## src/rtl/lpif_txrx_x4_f1_pkg.sv

```systemverilog
// lpif_txrx_x4_f1_pkg: LPIF x4 full-rate 141-bit word layout, link states and pack/unpack helpers
package lpif_txrx_x4_f1_pkg;
    localparam int LINK_W     = 141;
    localparam int STATE_LSB  = 0;
    localparam int STATE_W    = 4;
    localparam int PROTID_LSB = 4;
    localparam int PROTID_W   = 2;
    localparam int DATA_LSB   = 6;
    localparam int DATA_W     = 128;
    localparam int DVALID_BIT = 134;
    localparam int CRC_LSB    = 135;
    localparam int CRC_W      = 4;
    localparam int CRCV_BIT   = 139;
    localparam int VALID_BIT  = 140;

    typedef enum logic [1:0] {
        OFFLINE = 2'd0,
        SYNC    = 2'd1,
        ONLINE  = 2'd2
    } link_state_e;

    // Field order MSB-first so the packed struct maps bit-for-bit onto the link word
    typedef struct packed {
        logic                valid;
        logic                crc_valid;
        logic [CRC_W-1:0]    crc;
        logic                dvalid;
        logic [DATA_W-1:0]   data;
        logic [PROTID_W-1:0] protid;
        logic [STATE_W-1:0]  state;
    } lpif_word_t;

    function automatic lpif_word_t unpack_word(input logic [LINK_W-1:0] w);
        return lpif_word_t'(w);
    endfunction

    function automatic logic [LINK_W-1:0] pack_word(input lpif_word_t f);
        return LINK_W'(f);
    endfunction
endpackage

```

## src/rtl/lpif_txrx_chk.sv

```systemverilog
// lpif_txrx_chk: malformed-word detect on forwarded words plus saturating error counter with clear
module lpif_txrx_chk #(
    parameter int ERR_CNT_W = 8
) (
    input  logic                 lclk,
    input  logic                 rst,
    input  logic                 fwd,
    input  logic                 valid,
    input  logic                 dvalid,
    input  logic                 crc_valid,
    input  logic                 err_clr,
    output logic [ERR_CNT_W-1:0] err_cnt
);
    logic err;

    assign err = fwd & ((dvalid & ~valid) | (crc_valid & ~dvalid));

    always_ff @(posedge lclk or posedge rst)
        if (rst)
            err_cnt <= '0;
        else if (err_clr)
            err_cnt <= '0;
        else if (err && err_cnt != '1)
            err_cnt <= err_cnt + 1'b1;
endmodule

```

## src/rtl/lpif_txrx_x4_f1_slave_name_reg.sv

```systemverilog
// lpif_txrx_x4_f1_slave_name_reg: slave-end LPIF x4 adapter, registered unpack/pack with link-state gating
module lpif_txrx_x4_f1_slave_name_reg
    import lpif_txrx_x4_f1_pkg::*;
#(
    parameter int ERR_CNT_W = 8
) (
    input  logic                 lclk,
    input  logic                 rst,
    input  logic                 rx_online,
    input  logic [LINK_W-1:0]    rxfifo_downstream_data,
    input  logic                 rxfifo_downstream_vld,
    output logic [3:0]           dstrm_state,
    output logic [1:0]           dstrm_protid,
    output logic [127:0]         dstrm_data,
    output logic                 dstrm_dvalid,
    output logic [3:0]           dstrm_crc,
    output logic                 dstrm_crc_valid,
    output logic                 dstrm_valid,
    input  logic [3:0]           ustrm_state,
    input  logic [1:0]           ustrm_protid,
    input  logic [127:0]         ustrm_data,
    input  logic                 ustrm_dvalid,
    input  logic [3:0]           ustrm_crc,
    input  logic                 ustrm_crc_valid,
    input  logic                 ustrm_valid,
    output logic [LINK_W-1:0]    txfifo_upstream_data,
    input  logic                 m_gen2_mode,
    output logic [1:0]           link_state,
    output logic                 state_chg,
    input  logic                 err_clr,
    output logic [ERR_CNT_W-1:0] err_cnt
);
    link_state_e state_q, state_d;
    lpif_word_t  rx_w, ds_q, us_w;
    logic        accept, fwd, online, unused_gen2;

    assign unused_gen2 = m_gen2_mode;
    assign rx_w        = unpack_word(rxfifo_downstream_data);
    assign online      = state_q == ONLINE;
    assign accept      = rxfifo_downstream_vld & rx_online & (state_q != OFFLINE);
    assign fwd         = accept & (online | rx_w.valid);

    // Loss of rx_online overrides every other transition
    always_comb
        state_d = !rx_online                      ? OFFLINE :
                  state_q == OFFLINE              ? SYNC    :
                  (state_q == SYNC && accept && rx_w.valid) ? ONLINE : state_q;

    always_ff @(posedge lclk or posedge rst)
        if (rst)
            state_q <= OFFLINE;
        else
            state_q <= state_d;

    always_ff @(posedge lclk or posedge rst)
        if (rst) begin
            ds_q      <= '0;
            state_chg <= 1'b0;
        end else if (fwd) begin
            ds_q      <= rx_w;
            state_chg <= rx_w.state != ds_q.state;
        end else begin
            ds_q.valid     <= 1'b0;
            ds_q.dvalid    <= 1'b0;
            ds_q.crc_valid <= 1'b0;
            state_chg      <= 1'b0;
        end

    always_comb
        us_w = '{valid:     ustrm_valid & online,
                 crc_valid: ustrm_crc_valid & online,
                 crc:       ustrm_crc,
                 dvalid:    ustrm_dvalid & online,
                 data:      ustrm_data,
                 protid:    ustrm_protid,
                 state:     ustrm_state};

    always_ff @(posedge lclk or posedge rst)
        if (rst)
            txfifo_upstream_data <= '0;
        else
            txfifo_upstream_data <= pack_word(us_w);

    assign dstrm_state     = ds_q.state;
    assign dstrm_protid    = ds_q.protid;
    assign dstrm_data      = ds_q.data;
    assign dstrm_dvalid    = ds_q.dvalid;
    assign dstrm_crc       = ds_q.crc;
    assign dstrm_crc_valid = ds_q.crc_valid;
    assign dstrm_valid     = ds_q.valid;
    assign link_state      = state_q;

    lpif_txrx_chk #(.ERR_CNT_W(ERR_CNT_W)) u_chk (
        .lclk      (lclk),
        .rst       (rst),
        .fwd       (fwd),
        .valid     (rx_w.valid),
        .dvalid    (rx_w.dvalid),
        .crc_valid (rx_w.crc_valid),
        .err_clr   (err_clr),
        .err_cnt   (err_cnt)
    );
endmodule

```

## config.mk

```make
export PLATFORM = sky130hd
export DESIGN_NAME = lpif_txrx_x4_f1_slave_name_reg
export DESIGN_NICKNAME = d
export VERILOG_FILES = /design/src/rtl/lpif_txrx_x4_f1_pkg.sv /design/src/rtl/lpif_txrx_chk.sv /design/src/rtl/lpif_txrx_x4_f1_slave_name_reg.sv
export SDC_FILE = /design/constraint.sdc
export NUM_CORES = 1
export LEC_CHECK = 0
export ABC_AREA = 0
export CAP_MARGIN = 15
export CORE_AREA = 2 2 224 226
export DETAILED_ROUTE_END_ITERATION = 10
export DIE_AREA = 0 0 226 228
export GPL_ROUTABILITY_DRIVEN = 0
export HOLD_SLACK_MARGIN = 0.05
export MAX_ROUTING_LAYER = met4
export SKIP_LAST_GASP = 1
export SYNTH_ARGS = -nofsm -noshare
export SYNTH_HDL_FRONTEND = slang
export SYNTH_SLANG_ARGS = --single-unit
export TNS_END_PERCENT = 100
```

## constraint.sdc

```tcl
create_clock -name lclk -period 14 [get_ports lclk]
set_clock_uncertainty 0.2 [all_clocks]
set_input_delay 2.8 -clock lclk [delete_from_list [all_inputs] [get_ports lclk]]
set_output_delay 2.8 -clock lclk [all_outputs]
set_load 0.005 [all_outputs]
```

Word level (Yosys, flattened, before mapping). Cells that the tools add are included.

Reduce and logical (&&, ||, !) cells: 6. Bitwise logic cells: 13. Add/subtract/negate cells: 1. Muxes and demuxes: 8. Equality and inequality tests: 5.

Operators by type and width (number): $mux 8 (2); $and 1x1->1 (9); $add 8x1->8 const B (1); $mux 2 (4); $ne 8x8->1 const B (1); $ne 4x4->1 (1); $reduce_bool 2->1 (2); $logic_and 1x1->1 (3); $ne 3x1->1 const B (1); $eq 2x1->1 const B (1); $eq 2x2->1 const B (1); $logic_not 2->1 (1); $mux 1 (2); $not 1->1 (2); $or 1x1->1 (2).

Bits in registers: 293. Word-level logic and storage cells: 44.

Logic depth before layout (Yosys ltp).
Depth in word-level cells: 7. Depth in mapped cells: 5.

By module. From an unflattened synthesis, not the netlist that was laid out.

Cells, all modules: 509. Area, all modules: 9435.3 um2.

By module, submodules not included: lpif_txrx_x4_f1_slave_name_reg (instances 1, sequential area each 7131.8 um2, cells an instance 459, area each 8966.1 um2); lpif_txrx_chk (instances 1, sequential area each 200.2 um2, cells an instance 50, area each 469.2 um2).

Worst setup path after synthesis. No wires, ideal clock.

Kind: input to register. From: input port rxfifo_downstream_data[134]. To: register u_chk.err_cnt[0]. Path buffers: 1. Library setup time: 128 ps. Stages: 5. Arrival time: 3949 ps. Path slack: 9724 ps. Path through: nand2b_1 a221o_1 buf_6 a31oi_1 mux2_1.

Cells in the longest elaborated chain, start to end: 6.

RTL lines: from (decl) (line lpif_txrx_x4_f1_slave_name_reg.sv:10) `input logic [LINK_W-1:0] rxfifo_downstream_data,`; $not 1->1 (line lpif_txrx_chk.sv:16) `assign err = fwd & ((dvalid & ~valid) | (crc_valid & ~dvalid));`; $and 1x1->1 (line lpif_txrx_chk.sv:16); $or 1x1->1 (*) (line lpif_txrx_chk.sv:16); $and 1x1->1 (*) (line lpif_txrx_chk.sv:16); $logic_and 1x1->1 (*) (line lpif_txrx_chk.sv:23) `else if (err && err_cnt != '1)`; $reduce_bool 2->1 (no source line) (*); to (signal assigned) (line lpif_txrx_chk.sv:24) `err_cnt <= err_cnt + 1'b1;`; to (decl) (line lpif_txrx_chk.sv:12) `output logic [ERR_CNT_W-1:0] err_cnt`.

Mark *: on every way between the ends. The rest lies on a longest branch, timed or not. A chain may end at the register's enable or synchronous reset.

Worst setup path in the final report.
From: input port rxfifo_downstream_data[140]. To: register ds_q, in the netlist dstrm_data[68].

Cells in the longest elaborated chain, start to end: 2.

RTL lines: $or 1x1->1 (line lpif_txrx_x4_f1_slave_name_reg.sv:41) `assign fwd = accept & (online | rx_w.valid);`; $and 1x1->1 (line lpif_txrx_x4_f1_slave_name_reg.sv:41); to (signal assigned) (line lpif_txrx_x4_f1_slave_name_reg.sv:60) `ds_q <= rx_w;`; to (decl) (line lpif_txrx_x4_f1_slave_name_reg.sv:34) `lpif_word_t rx_w, ds_q, us_w;`.

No other way between the ends.

==> flow_summary.yaml <==
sta:
  finalSetupViolCount: 0
  fin_crit_sh_pct: 37.3
  setup_tns_ns: 0
  hold_viol: 0
  layout_min_cycle_time_ns: 5.22
  slew_viol_final: 0
  slew_headroom_pct: 37.9
  postLayoutSetupSlackWorst_ns: 8.78
  tightest_slew_ns: 0.932
  clock.fmax_mhz: 192
  whs_ns: 0.303
  rsz0062_at_grt: "false"
yosys:
  yosysTopAreaCell: "dfrtp_1"
  ys_types: 33
  yosysWarnings: 0
  avgSynthCellArea_um2: 18.4
  ys_seq_area_share_pct: 78.1
  syn_nets: 799
  synth_area_leaders: "dfrtp_1 (78%), mux2_2 (17%), buf_2 (0.80%)"
  syn_inst: 510
  ys_ff_latch: 293
  synth_top_area_share_pct: 78.1
  synth_area_mm2: 0.00939
detailed_routing:
  vias_per_cell: 3.69
  drt_iter0_markers: 212
  antenna_left: 0
  dr.pass1.iters: 4
  drc_errors: 0
  wire_per_inst_um: 16.3
  dr_total_vias: 6678
  routed_wl_um: 29600
final_layout:
  multi_input_area_mm2: 0.00197
  drive_gt1_share_pct: 17.5
  area_delta_synth_final_pct: 82.5
  fin_area_mm2: 0.0171
  fin_nets: 1403
  seqCellArea_mm2: 0.00733
  fill_cells: 4771
setup_path:
  worst_r2r_endpoint: "dstrm_data[68]$_DFFE_PP0P_"
  critPathMaxFanout: 62
  crit_arrival_ns: 5.41
  worstSetupPathType: "input port to flop"
  regToRegStartpoint: "link_state[0]$_DFFE_PP0P_"
  r2r_cells: 4
  crit_start: "rxfifo_downstream_data[140]"
  cp.required_ns: 14.20
  critPathLaunchType: "input port"
  endpoint_kind: "flop"
  r2r_slack_ns: 11.12
clocking:
  cts_tree: "built"
  ctsHoldBuffers: 0
  cts_made_buffers: 35
  clk_path_buf_depth: 3
  post_cts_resized: 0
  postCtsSetupBuffers: 0
  clk_pin_slew_ns: 0.05
  root_buffer: "clkbuf_16"
  clock_latency_ns: 0.52
  htreeDepth: 2
  cts.sinks: 293
grt:
  grt_max_degree: 102
  grt_pass1_wl_um: 44200
  antenna_found_initial: 4
  grt_usage_pct: 11.7
  grt_overflow: 0
  grt_pass1_vias: 7374
floorplanning:
  die_h_um: 228
  chipWidth_um: 226
  start_util_pct: 19.0
  pin_count: 581
  row_count: 82
  die_area_mm2: 0.0515
  core-area_mm2: 0.0493
power_and_ir_drop:
  ir_drop_uv: 104
  p_leak_nw: 6.97
  p_per_area_mw_per_mm2: 144
  power.total_mw: 2.47
min_path:
  hold_end: "dstrm_data[116]$_DFFE_PP0P_"
  hp-start: "dstrm_data[116]$_DFFE_PP0P_"
  min_path_cells: 1
  hold_path.class: "flop to flop"
placement:
  placed_area_mm2: 0.0160
  dp_hpwl_um: 22400
  numPortBuffers: 579
  pre_cts_ws_ns: 8.10
run:
  drv_cap: 0
run_status:
  status: "finished, final reports clean"
flip-flops by register name (all words and copies together), names as in the netlist:
| signal | count |
|---|---|
| dstrm_dvalid | 1 |
| dstrm_crc | 4 |
| dstrm_state | 4 |
| dstrm_valid | 1 |
| link_state | 2 |
| txfifo_upstream_data | 141 |
| dstrm_protid | 2 |
| dstrm_data | 128 |
| state_chg | 1 |
| u_chk.err_cnt | 8 |
| dstrm_crc_valid | 1 |
critical path, cell delays in order:
cell and delay (ns):
clkdlybuf4s50_1 0.52, nand2_1 0.12, a21oi_4 0.70, buf_4 0.77, mux2_2 0.41
synth_stat cells:
master / number
a21boi_0: 1
a21oi_1: 4
a221o_1: 1
a31oi_1: 1
and2_1: 5
buf_2: 15
buf_6: 1
clkbuf_1: 1
dfrtp_1: 293
ha_1: 1
inv_1: 4
mux2_1: 2
mux2_2: 138
mux2i_1: 1
nand2_1: 4
nand2b_1: 4
nand2b_4: 1
nand3_1: 4
nand4_1: 1
nor2_1: 4
nor2b_1: 2
nor3_1: 4
nor3b_1: 1
nor4_1: 1
o2111a_1: 1
o211a_1: 1
o21ba_2: 1
o311ai_0: 1
o31ai_1: 3
o41a_1: 1
o41ai_1: 1
or4_1: 3
xor2_1: 4
logic make-up after synthesis:
| group | after synthesis | synth area share (%) |
|---|---|---|
| AO/OA/AOI/OAI | 16 | 1.35 |
| XOR/XNOR | 4 | 0.373 |
| adder cells (fa/ha/maj) | 1 | 0.133 |
| buffers and inverters | 21 | 1.12 |
| flip-flops | 293 | 78.1 |
| multiplexers | 141 | 16.9 |
| AND/OR/NAND/NOR | 34 | 2.08 |
per-layer routing:
metal	global-route usage, %	vias to the layer above	wire, µm
li1	-	2977	-
met1	12.4	3342	10900
met2	19.7	309	15100
met3	4.71	50	2910
met4	4.10	0	734
met5	-	-	0
layout make-up:
| cell class | count | share of cell area, % |
|---|---|---|
| Antenna cell | 4 | 0.0584 |
| Clock buffer | 51 | 5.98 |
| Clock inverter | 8 | 0.664 |
| Inverter | 4 | 0.131 |
| Multi-Input combinational cell | 196 | 11.5 |
| Sequential cell | 293 | 42.8 |
| Tap cell | 672 | 4.90 |
| Timing Repair Buffer | 584 | 34.0 |
stage by stage:
step / util [%] / std cells
floorplan: - / 510
global placement: 32.4 / 1749
detailed placement: 32.4 / 1749
CTS: 34.7 / 1808
global route: 34.7 / 1812
finish: 34.7 / 1812
where the power goes:
part / switching (mW) / internal, mW / leakage [nW] / total (mW)
sequential: 0.0621 / 0.981 / 3.49 / 1.04
clock: 0.350 / 0.546 / 0.556 / 0.897
combinational: 0.155 / 0.376 / 2.93 / 0.531
total: 0.568 / 1.90 / 6.97 / 2.47
worst max-delay path by stage:
stage,to,slack [ns],cells past startpoint
2_1_floorplan,dstrm_crc[0]$_DFFE_PP0P_,2.91,1
4_1_cts,dstrm_data[99]$_DFFE_PP0P_,8.67,5
3_3_place_gp,dstrm_data[87]$_DFFE_PP0P_,8.14,5
5_1_grt,dstrm_data[100]$_DFFE_PP0P_,8.40,4
3_5_place_dp,dstrm_data[99]$_DFFE_PP0P_,8.10,5
6_report,dstrm_data[68]$_DFFE_PP0P_,8.78,5
layout by cell type (no fill, tap or decap), drive strengths merged, types with 2 or more instances in the layout:
cell type / instances
nand3: 4
nand2b: 5
and2: 5
or4: 3
buf: 5
clkbuf: 51
a21oi: 4
o31ai: 3
inv: 8
dfrtp: 293
bufinv: 2
nor2b: 2
mux2: 140
xor2: 4
nor3: 4
diode: 4
clkdlybuf4s50: 579
nor2: 4
nand2: 4
No activity file was read; power rests on OpenSTA's default activity.
